===== config.mk =====
export PLATFORM = sky130hd
export DESIGN_NAME = if_fetch_ctrl
export DESIGN_NICKNAME = d
export VERILOG_FILES = /design/src/rtl/uP16_pkg.sv /design/src/rtl/if_fetch_ctrl.sv
export SDC_FILE = /design/constraint.sdc
export NUM_CORES = 1
export LEC_CHECK = 0
export BUFFER_PORTS_ARGS = -buffer_cell sky130_fd_sc_hd__buf_4
export CAP_MARGIN = 15
export CORE_ASPECT_RATIO = 1.1
export CORE_MARGIN = 2
export CORE_UTILIZATION = 41
export DETAILED_ROUTE_END_ITERATION = 10
export PLACE_DENSITY = 0.77
export SETUP_SLACK_MARGIN = 0.1
export SYNTH_ARGS = -nofsm -noshare
export SYNTH_HDL_FRONTEND = slang
export SYNTH_SLANG_ARGS = --single-unit
export TNS_END_PERCENT = 5

===== constraint.sdc =====
create_clock -name Clk_In -period 1.75 [get_ports Clk_In]
set_input_delay 0 -clock Clk_In [delete_from_list [all_inputs] [get_ports Clk_In]]
set_output_delay 0 -clock Clk_In [all_outputs]
set_load 0.01 [all_outputs]

===== src/rtl/uP16_pkg.sv =====
// -----------------------------------------------------------------------------
// uP16_pkg
// Shared definitions for the uP16 fetch path:
//   - fetch FSM state encoding
//   - default instruction address / data widths
//   - NOP instruction encoding shown to decode when no instruction is live
// -----------------------------------------------------------------------------
package uP16_pkg;

    localparam int P_AWIDTH = 10;
    localparam int P_DWIDTH = 18;

    localparam logic [17:0] P_NOP = 18'h00000;

    typedef enum logic [1:0] {
        S_INIT = 2'd0,
        S_RUN  = 2'd1,
        S_HALT = 2'd2
    } fetch_state_e;

endpackage


===== src/rtl/if_fetch_ctrl.sv =====
// -----------------------------------------------------------------------------
// if_fetch_ctrl
// Instruction-fetch sequencer sitting between the synchronous instruction ROM
// and the decode stage. Owns the program counter, drives the ROM address every
// cycle, hides the ROM's one-cycle read latency and presents one instruction
// per cycle with a valid flag. Supports stall (re-read), branch redirect
// (squashes the instruction shown in the same cycle) and halt.
//
// Ports:
//   Clk_In            system clock, rising edge
//   Reset_In          synchronous active-high reset
//   Stall_In          decode not ready, hold the current instruction
//   Branch_In         redirect request from a later stage
//   Branch_Target_In  redirect address
//   Halt_In           decode recognised a halt in the current instruction
//   Mem_Add_Out       ROM address (combinational)
//   Mem_Data_In       ROM data, valid one cycle after the address
//   Instr_Out         current instruction (NOP when not valid)
//   PC_Out            address of Instr_Out
//   Valid_Out         Instr_Out is a live instruction
//   Halted_Out        fetch stopped
//   Fetch_Count_Out   saturating count of instructions accepted by decode
// -----------------------------------------------------------------------------
module if_fetch_ctrl
    import uP16_pkg::*;
#(
    parameter int                 AWIDTH   = P_AWIDTH,
    parameter int                 DWIDTH   = P_DWIDTH,
    parameter logic [AWIDTH-1:0]  RESET_PC = 10'h000,
    parameter logic [DWIDTH-1:0]  NOP      = P_NOP,
    parameter int                 CWIDTH   = 16
) (
    input  logic              Clk_In,
    input  logic              Reset_In,
    input  logic              Stall_In,
    input  logic              Branch_In,
    input  logic [AWIDTH-1:0] Branch_Target_In,
    input  logic              Halt_In,
    output logic [AWIDTH-1:0] Mem_Add_Out,
    input  logic [DWIDTH-1:0] Mem_Data_In,
    output logic [DWIDTH-1:0] Instr_Out,
    output logic [AWIDTH-1:0] PC_Out,
    output logic              Valid_Out,
    output logic              Halted_Out,
    output logic [CWIDTH-1:0] Fetch_Count_Out
);

    localparam logic [AWIDTH-1:0] PC_ONE  = {{(AWIDTH-1){1'b0}}, 1'b1};
    localparam logic [CWIDTH-1:0] CNT_ONE = {{(CWIDTH-1){1'b0}}, 1'b1};
    localparam logic [CWIDTH-1:0] CNT_MAX = {CWIDTH{1'b1}};

    fetch_state_e      state_r;
    // Address presented last cycle, i.e. the address whose data is on Mem_Data_In.
    logic [AWIDTH-1:0] pc_r;
    logic [CWIDTH-1:0] cnt_r;

    logic [AWIDTH-1:0] mem_add_s;
    logic              valid_s;
    logic              accept_s;

    // A branch squashes whatever instruction is on display this cycle.
    assign valid_s  = (state_r == S_RUN) & ~Branch_In;
    assign accept_s = valid_s & ~Stall_In;

    // Next ROM address: reset, then branch, then stall re-read, then sequential.
    always_comb begin
        mem_add_s = pc_r;
        if (Reset_In) begin
            mem_add_s = RESET_PC;
        end else begin
            case (state_r)
                S_RUN: begin
                    if (Branch_In) begin
                        mem_add_s = Branch_Target_In;
                    end else if (Stall_In) begin
                        // Re-read the same address so the ROM output stays put.
                        mem_add_s = pc_r;
                    end else begin
                        // Natural modulo-2^AWIDTH wrap.
                        mem_add_s = pc_r + PC_ONE;
                    end
                end
                S_INIT:  mem_add_s = pc_r;
                S_HALT:  mem_add_s = pc_r;
                default: mem_add_s = pc_r;
            endcase
        end
    end

    // FSM, program counter and saturating fetch counter.
    always_ff @(posedge Clk_In) begin
        if (Reset_In) begin
            state_r <= S_INIT;
            pc_r    <= RESET_PC;
            cnt_r   <= {CWIDTH{1'b0}};
        end else begin
            pc_r <= mem_add_s;

            case (state_r)
                S_INIT: state_r <= S_RUN;
                S_RUN: begin
                    // A halt under stall waits until decode actually takes it.
                    if (Halt_In & accept_s) begin
                        state_r <= S_HALT;
                    end else begin
                        state_r <= S_RUN;
                    end
                end
                S_HALT:  state_r <= S_HALT;
                default: state_r <= S_INIT;
            endcase

            if (accept_s && (cnt_r != CNT_MAX)) begin
                cnt_r <= cnt_r + CNT_ONE;
            end else begin
                cnt_r <= cnt_r;
            end
        end
    end

    assign Mem_Add_Out     = mem_add_s;
    assign Valid_Out       = valid_s;
    assign Instr_Out       = valid_s ? Mem_Data_In : NOP;
    assign PC_Out          = pc_r;
    assign Halted_Out      = (state_r == S_HALT);
    assign Fetch_Count_Out = cnt_r;

endmodule

==> flow_summary.toml, run 1 <==
[detailed_routing]
wirelength_mm = 5.71
antenna_left = 0
avgRoutedWirePerCell_um = 14.5
vias = 2233
drc_errors = 0
first_pass_iters = 4
initialDrtViolationCount = 129
viasPerCell = 5.68

[global_routing]
track_usage = 0.228
first_global_vias = 2039
grt_pass1_wl_mm = 8.79
grt_max_degree = 36
antenna_found_initial = 0
grt_overflow_total = 0

[sta]
worst_slack_ps = -100
rsz0062_at_grt = "yes"
final.min_clock_period_ps = 1850
timing.fmax_ghz = 0.540
slew_violations = 0
fin_crit_sh = 1.06
skew_ps = 4.00
setup_violations = 7
finalHoldViolCount = 0
worst_slew_pin_slew_ps = 379
relSlewSlack = 0.747

[setup_path]
required_ps = 1750
worstSetupStartpointType = "flop"
path_max_fanout = 5
cp_top_family = "buffers and inverters"
crit_type = "reg2out"
critPathArrivalTime_ps = 1850
cpMaxStageDelayCell = "dfxtp_2"
cpPeakStageDelay_ps = 340
cpMostUsedCell = "buf_4"
path_cells = "buf_4 > nand4b_1 > nor4_2 > buf_4 > mux2i_2 > a21oi_1 > buf_4"
cp.depth = 7
crit_path_end_kind = "output port"
path_buf_inv = 3
worstRegToRegCells = 4

[floorplan]
die_area_mm2 = 0.00487
core_mm2 = 0.00422
fp.dieH_um = 73.0
start_util = 0.420
ios = 89
die_w_um = 66.7
fp-row-count = 25

[cells_and_area]
mostFrequentLayoutCell = "buf_4"
fin_cells = 393
area_growth_pct = 61.1
n_fill_cell = 381
multiInputGateArea_mm2 = 0.00121
drive_above_1_share = 0.448
register_area_um2 = 569
utilization = 0.677
final_cell_mix = "buf_4 (116), dfxtp_1 (21), a21oi_1 (20)"
fin_nets = 375
diodes = 0

[yosys]
ys_warn_count = 0
synth_cell_type_count = 43
async_reset_ff_frac = 0
syn_nets = 262
synthCells = 227
netlist_area_mm2 = 0.00178
synth_edf_count = 0
synth_flop_cell = "dfxtp_1"
ys_seq_area_frac = 0.316
synth_seq_cells = 28
syn_area_per_cell_um2 = 7.82

[pwr]
internal-power_mw = 1.06
vdd_drop_max_mv = 0.314
switchingPower_uw = 408
comb_power_share = 0.257
power_mw = 1.46
p_sw_frac = 0.278
p_seq_frac = 0.463
powerDensity_mw_per_mm2 = 512
power.leakage_nw = 1.26
clkPwrFrac = 0.279

[run]
cap_violations = 0

[hold_path]
hold_path.class = "in2reg"
whs_path_depth = 3

[clock_network]
clkTransAtPathRegs_ps = 100
cts_tree = "done"
clk_latency_ps = 280
cts_buffers = 3
cts_root_buf = "clkbuf_8"
cts.sinks = 28
h-tree-depth = 1
clock_path_buffers = 2

[placed_design]
portBuffers = 88
hpwl_mm = 4.29
place.gp.congestion = 0.829
dpl.cell_count = 387

[status]
violations = "negative setup slack"
status = "finished with violations"
==> power by group through the flow <==
| stage | Clock [mW] | Sequential, mW | Combinational [mW] |
|---|---|---|---|
| after global placement | 0 | 0.689 | 0.347 |
| after CTS | 0.423 | 0.676 | 0.363 |
| after global routing | 0.443 | 0.681 | 0.408 |
| after floorplan | 0 | 0.702 | 0.147 |
| final | 0.409 | 0.679 | 0.377 |
| after detailed placement | 0 | 0.690 | 0.353 |
==> worst paths after layout <==
check                              to  slack, ps                 from
hold / removal              PC_Out[3]         20  Branch_Target_In[3]
setup / recovery       Mem_Add_Out[9]       -100            PC_Out[0]
setup reg to reg  Fetch_Count_Out[11]        -30           state_r[1]
hold reg to reg   Fetch_Count_Out[14]        520  Fetch_Count_Out[14]
==> Yosys cell counts (all sizes together) (4+ instances only) <==
cell type	number	share of area
a211oi	8	0.034
a21oi	23	0.065
a22oi	4	0.017
and3	18	0.063
clkbuf	11	0.023
dfxtp	28	0.32
inv	8	0.017
mux2i	4	0.023
nand2	14	0.030
nand3	8	0.023
nand4	7	0.025
nor2	16	0.034
nor2b	5	0.018
nor3	6	0.017
nor4	6	0.028
o21ai	9	0.025
o31ai	5	0.021
or3	5	0.018
or4	6	0.025
==> layout make-up <==
class,count,share of cell area
multi-input cells,178,0.424
repair buffers,121,0.324
flip-flops and latches,28,0.199
well taps,54,0.0236
clock buffers,4,0.0192
inverters,8,0.0105
==> metrics by stage <==
step	area (um2)	setup TNS [ps]	setup WS, ps	hold WS, ps
floorplan	1780	0	3.17	88.1
global placement	2690	-14.5	-14.5	189
detailed placement	2690	-28.6	-28.6	191
CTS	2790	-294	-91.2	14.2
global route	2860	-1190	-179	31.2
finish	2860	-411	-100	24.4
==> what timing repair did <==
item | 4_1_cts | 5_1_grt
pin swaps | 10 | 12
gates resized for setup | 14 | 17
hold endpoints to repair | 2 | 0
setup endpoints to repair | 36 | 36
buffers inserted | 1 | 0
hold buffers | 1 | 0
==> registers in the layout (all words and copies together), names as in the netlist <==
register         flops
Fetch_Count_Out     16
PC_Out              10
state_r              2
==> metal layers <==
metal	share of wire	track usage	vias to the layer above
li1	-	-	1095
met1	0.40	0.269	1028
met2	0.49	0.410	98
met3	0.085	0.0278	12
met4	0.018	0.0952	0
met5	0	0	-
==> tightest hold or removal path: stages <==
cell and delay (ps):
buf_4 80, a22oi_1 70, a21oi_1 120
==> cell families (layout without fill, tap and decap cells) <==
group           Yosys count  count (layout)  share of synthesized area
compound gates           64              64                      0.234
fa+ha+maj                 2               2                     0.0141
simple gates            105             105                      0.350
mux                       7               7                     0.0416
flops                    28              28                      0.316
buf+inv                  21             133                     0.0451
Note: power is estimated with default switching activity, not from simulation.
==> run 2: changes to the inputs <==
ABC_AREA = 1   (was not set)
CORE_UTILIZATION = 42   (was 41)
PLACE_DENSITY = 0.78   (was 0.77)
==> flow_summary.toml, run 2 <==
[yosys]
ys_warn_count = 0
syn_nets = 340
yosysMostFrequentCell = "nand2_1"
async_reset_ff_frac = 0
synth_top_area_share = 0.305
synth_top_area_cell = "dfxtp_1"
netlist_area_mm2 = 0.00184
ys_seq_area_frac = 0.305
synthCells = 305
synth.area.top_cells = "dfxtp_1 (30%), nand2_1 (17%), nor2_1 (11%)"
syn_area_per_cell_um2 = 6.03
synth_flop_cell = "dfxtp_1"
synth_edf_count = 0
synth_seq_cells = 28
netlist_top_cells_count = "nand2_1 (81), nor2_1 (53), inv_1 (41)"
synth_cell_type_count = 28

[placed_design]
place.gp.congestion = 0.812
dp_slack_ps = 172
dpl.cell_count = 447
hpwl_mm = 3.96
portBuffers = 88
dpl_cell_area_mm2 = 0.00258

[floorplan]
start_util = 0.432
die_w_um = 67.1
die_area_mm2 = 0.00493
fp.dieH_um = 73.4
fp-row-count = 25
ios = 89
core_mm2 = 0.00425

[setup_path]
cp_top_family = "flip-flops"
required_ps = 1750
cpMaxStageDelayCell = "dfxtp_2"
crit_type = "reg2out"
path_max_fanout = 5
cpMostUsedCell = "nand3_1"
cpPeakStageDelay_ps = 360
path_buf_inv = 2
worstSetupStartpointType = "flop"
crit_path_end_kind = "output port"
critPathArrivalTime_ps = 1630
path_cells = "ha_1 > nand3_1 > inv_2 > nand2_1 > o21ai_0 > nand3_1 > a21oi_2 > buf_4"

[global_routing]
first_global_vias = 1964
grt_max_degree = 19
track_usage = 0.213
grt_overflow_total = 0
grt_pass1_wl_mm = 8.29
antenna_found_initial = 0

[run]
cap_violations = 0

[sta]
timing.fmax_ghz = 0.613
final.min_clock_period_ps = 1630
finalHoldViolCount = 0
rsz0062_at_grt = "yes"
fin_crit_sh = 0.932
skew_ps = 3.92
relSlewSlack = 0.710
finalSetupTns_ps = 0
holdWs_ps = 32.5
worst_slew_pin_slew_ps = 429
setup_violations = 0
slew_violations = 0
worst_slack_ps = 120

[status]
status = "finished, final reports clean"

[cells_and_area]
n_fill_cell = 413
largest_reg_flops = 16
diodes = 0
fin_cells = 451
final_cell_area_mm2 = 0.00267
area_growth_pct = 45.3
utilization = 0.628
mostFrequentLayoutCell = "buf_4"
final_cell_mix = "buf_4 (97), nand2_1 (81), nor2_1 (51)"
fin_nets = 434
drive_above_1_share = 0.322

[detailed_routing]
initialDrtViolationCount = 138
wirelength_mm = 5.15
first_pass_iters = 6
avgRoutedWirePerCell_um = 11.4
antenna_left = 0
vias = 2205
viasPerCell = 4.89
drc_errors = 0

[pwr]
vdd_drop_max_mv = 0.319
powerDensity_mw_per_mm2 = 529
power_mw = 1.41
power.leakage_nw = 1.26

[clock_network]
postCtsSetupBuffers = 0
clkTransAtPathRegs_ps = 100
cts_buffers = 3
clk_latency_ps = 270
clock_path_buffers = 2
cts.sinks = 28
cts_root_buf = "clkbuf_8"
h-tree-depth = 1
cts_tree = "done"

[hold_path]
hold_path.class = "in2reg"
-- run 2: cell types whose count changed after synthesis, sizes merged, moves of 11 or more --
cell / change
a21oi: +11
o21ai: +11
nor2: +39
and3: -18
nand2: +71
inv: +33
-- run 2: cells by family (layout without fill, tap and decap cells) --
group,after synthesis,count (layout),share of synthesized area
buffers and inverters,52,144,0.117
adders and majority gates,2,2,0.0136
DFF,28,28,0.305
AOI/OAI and AO/OA,57,57,0.171
and+or+nand+nor,159,159,0.361
xor gates and xnor gates,7,7,0.0333
-- run 2: timing repair --
| action | in CTS | in global routing |
|---|---|---|
| cloned | 0 | 0 |
| hold buffers | 1 | 0 |
| resized for setup | 4 | 14 |
| endpoints found under the hold margin | 1 | 0 |
| endpoints found under the setup margin | 5 | 24 |
| pin swaps | 0 | 4 |
-- run 2: layout make-up --
type / count / area, um2 / share of cell area
well taps: 54 / 67.6 / 0.0253
repair buffers: 98 / 738 / 0.276
flip-flops and latches: 28 / 571 / 0.213
multi-input cells: 225 / 1090 / 0.408
clock buffers: 3 / 41.3 / 0.0154
inverters: 43 / 164 / 0.0613
-- run 2: where the power goes --
group / switching, mW / internal [mW] / leakage, nW
Sequential: 0.0254 / 0.665 / 0.231
Combinational: 0.193 / 0.176 / 1.01
Clock: 0.200 / 0.155 / 0.0216
-- run 2: path summary, 6_finish.rpt --
| check | startpoint | endpoint | slack (ps) | cells after the start |
|---|---|---|---|---|
| hold / removal | Branch_Target_In[5] | PC_Out[5] | 30 | 3 |
| setup / recovery | PC_Out[0] | Mem_Add_Out[8] | 120 | 8 |
| setup reg to reg | Fetch_Count_Out[1] | Fetch_Count_Out[14] | 230 | 7 |
| hold reg to reg | PC_Out[3] | PC_Out[3] | 510 | 2 |
-- run 2: worst register-to-register path, cell delays in order, from the launching register on --
cell and delay [ps]:
dfxtp_2 370, ha_1 180, nand3_2 100, inv_2 80
nand3_2 90, o21ai_4 360, nand2_1 130, a21oi_2 140
-- run 2: routing by layer --
layer	track usage	routed length, um	up-vias
met5	0	0	-
met4	0.0385	0	0
met3	0.0444	473	0
met2	0.396	2550	85
met1	0.250	2120	979
li1	-	-	1141
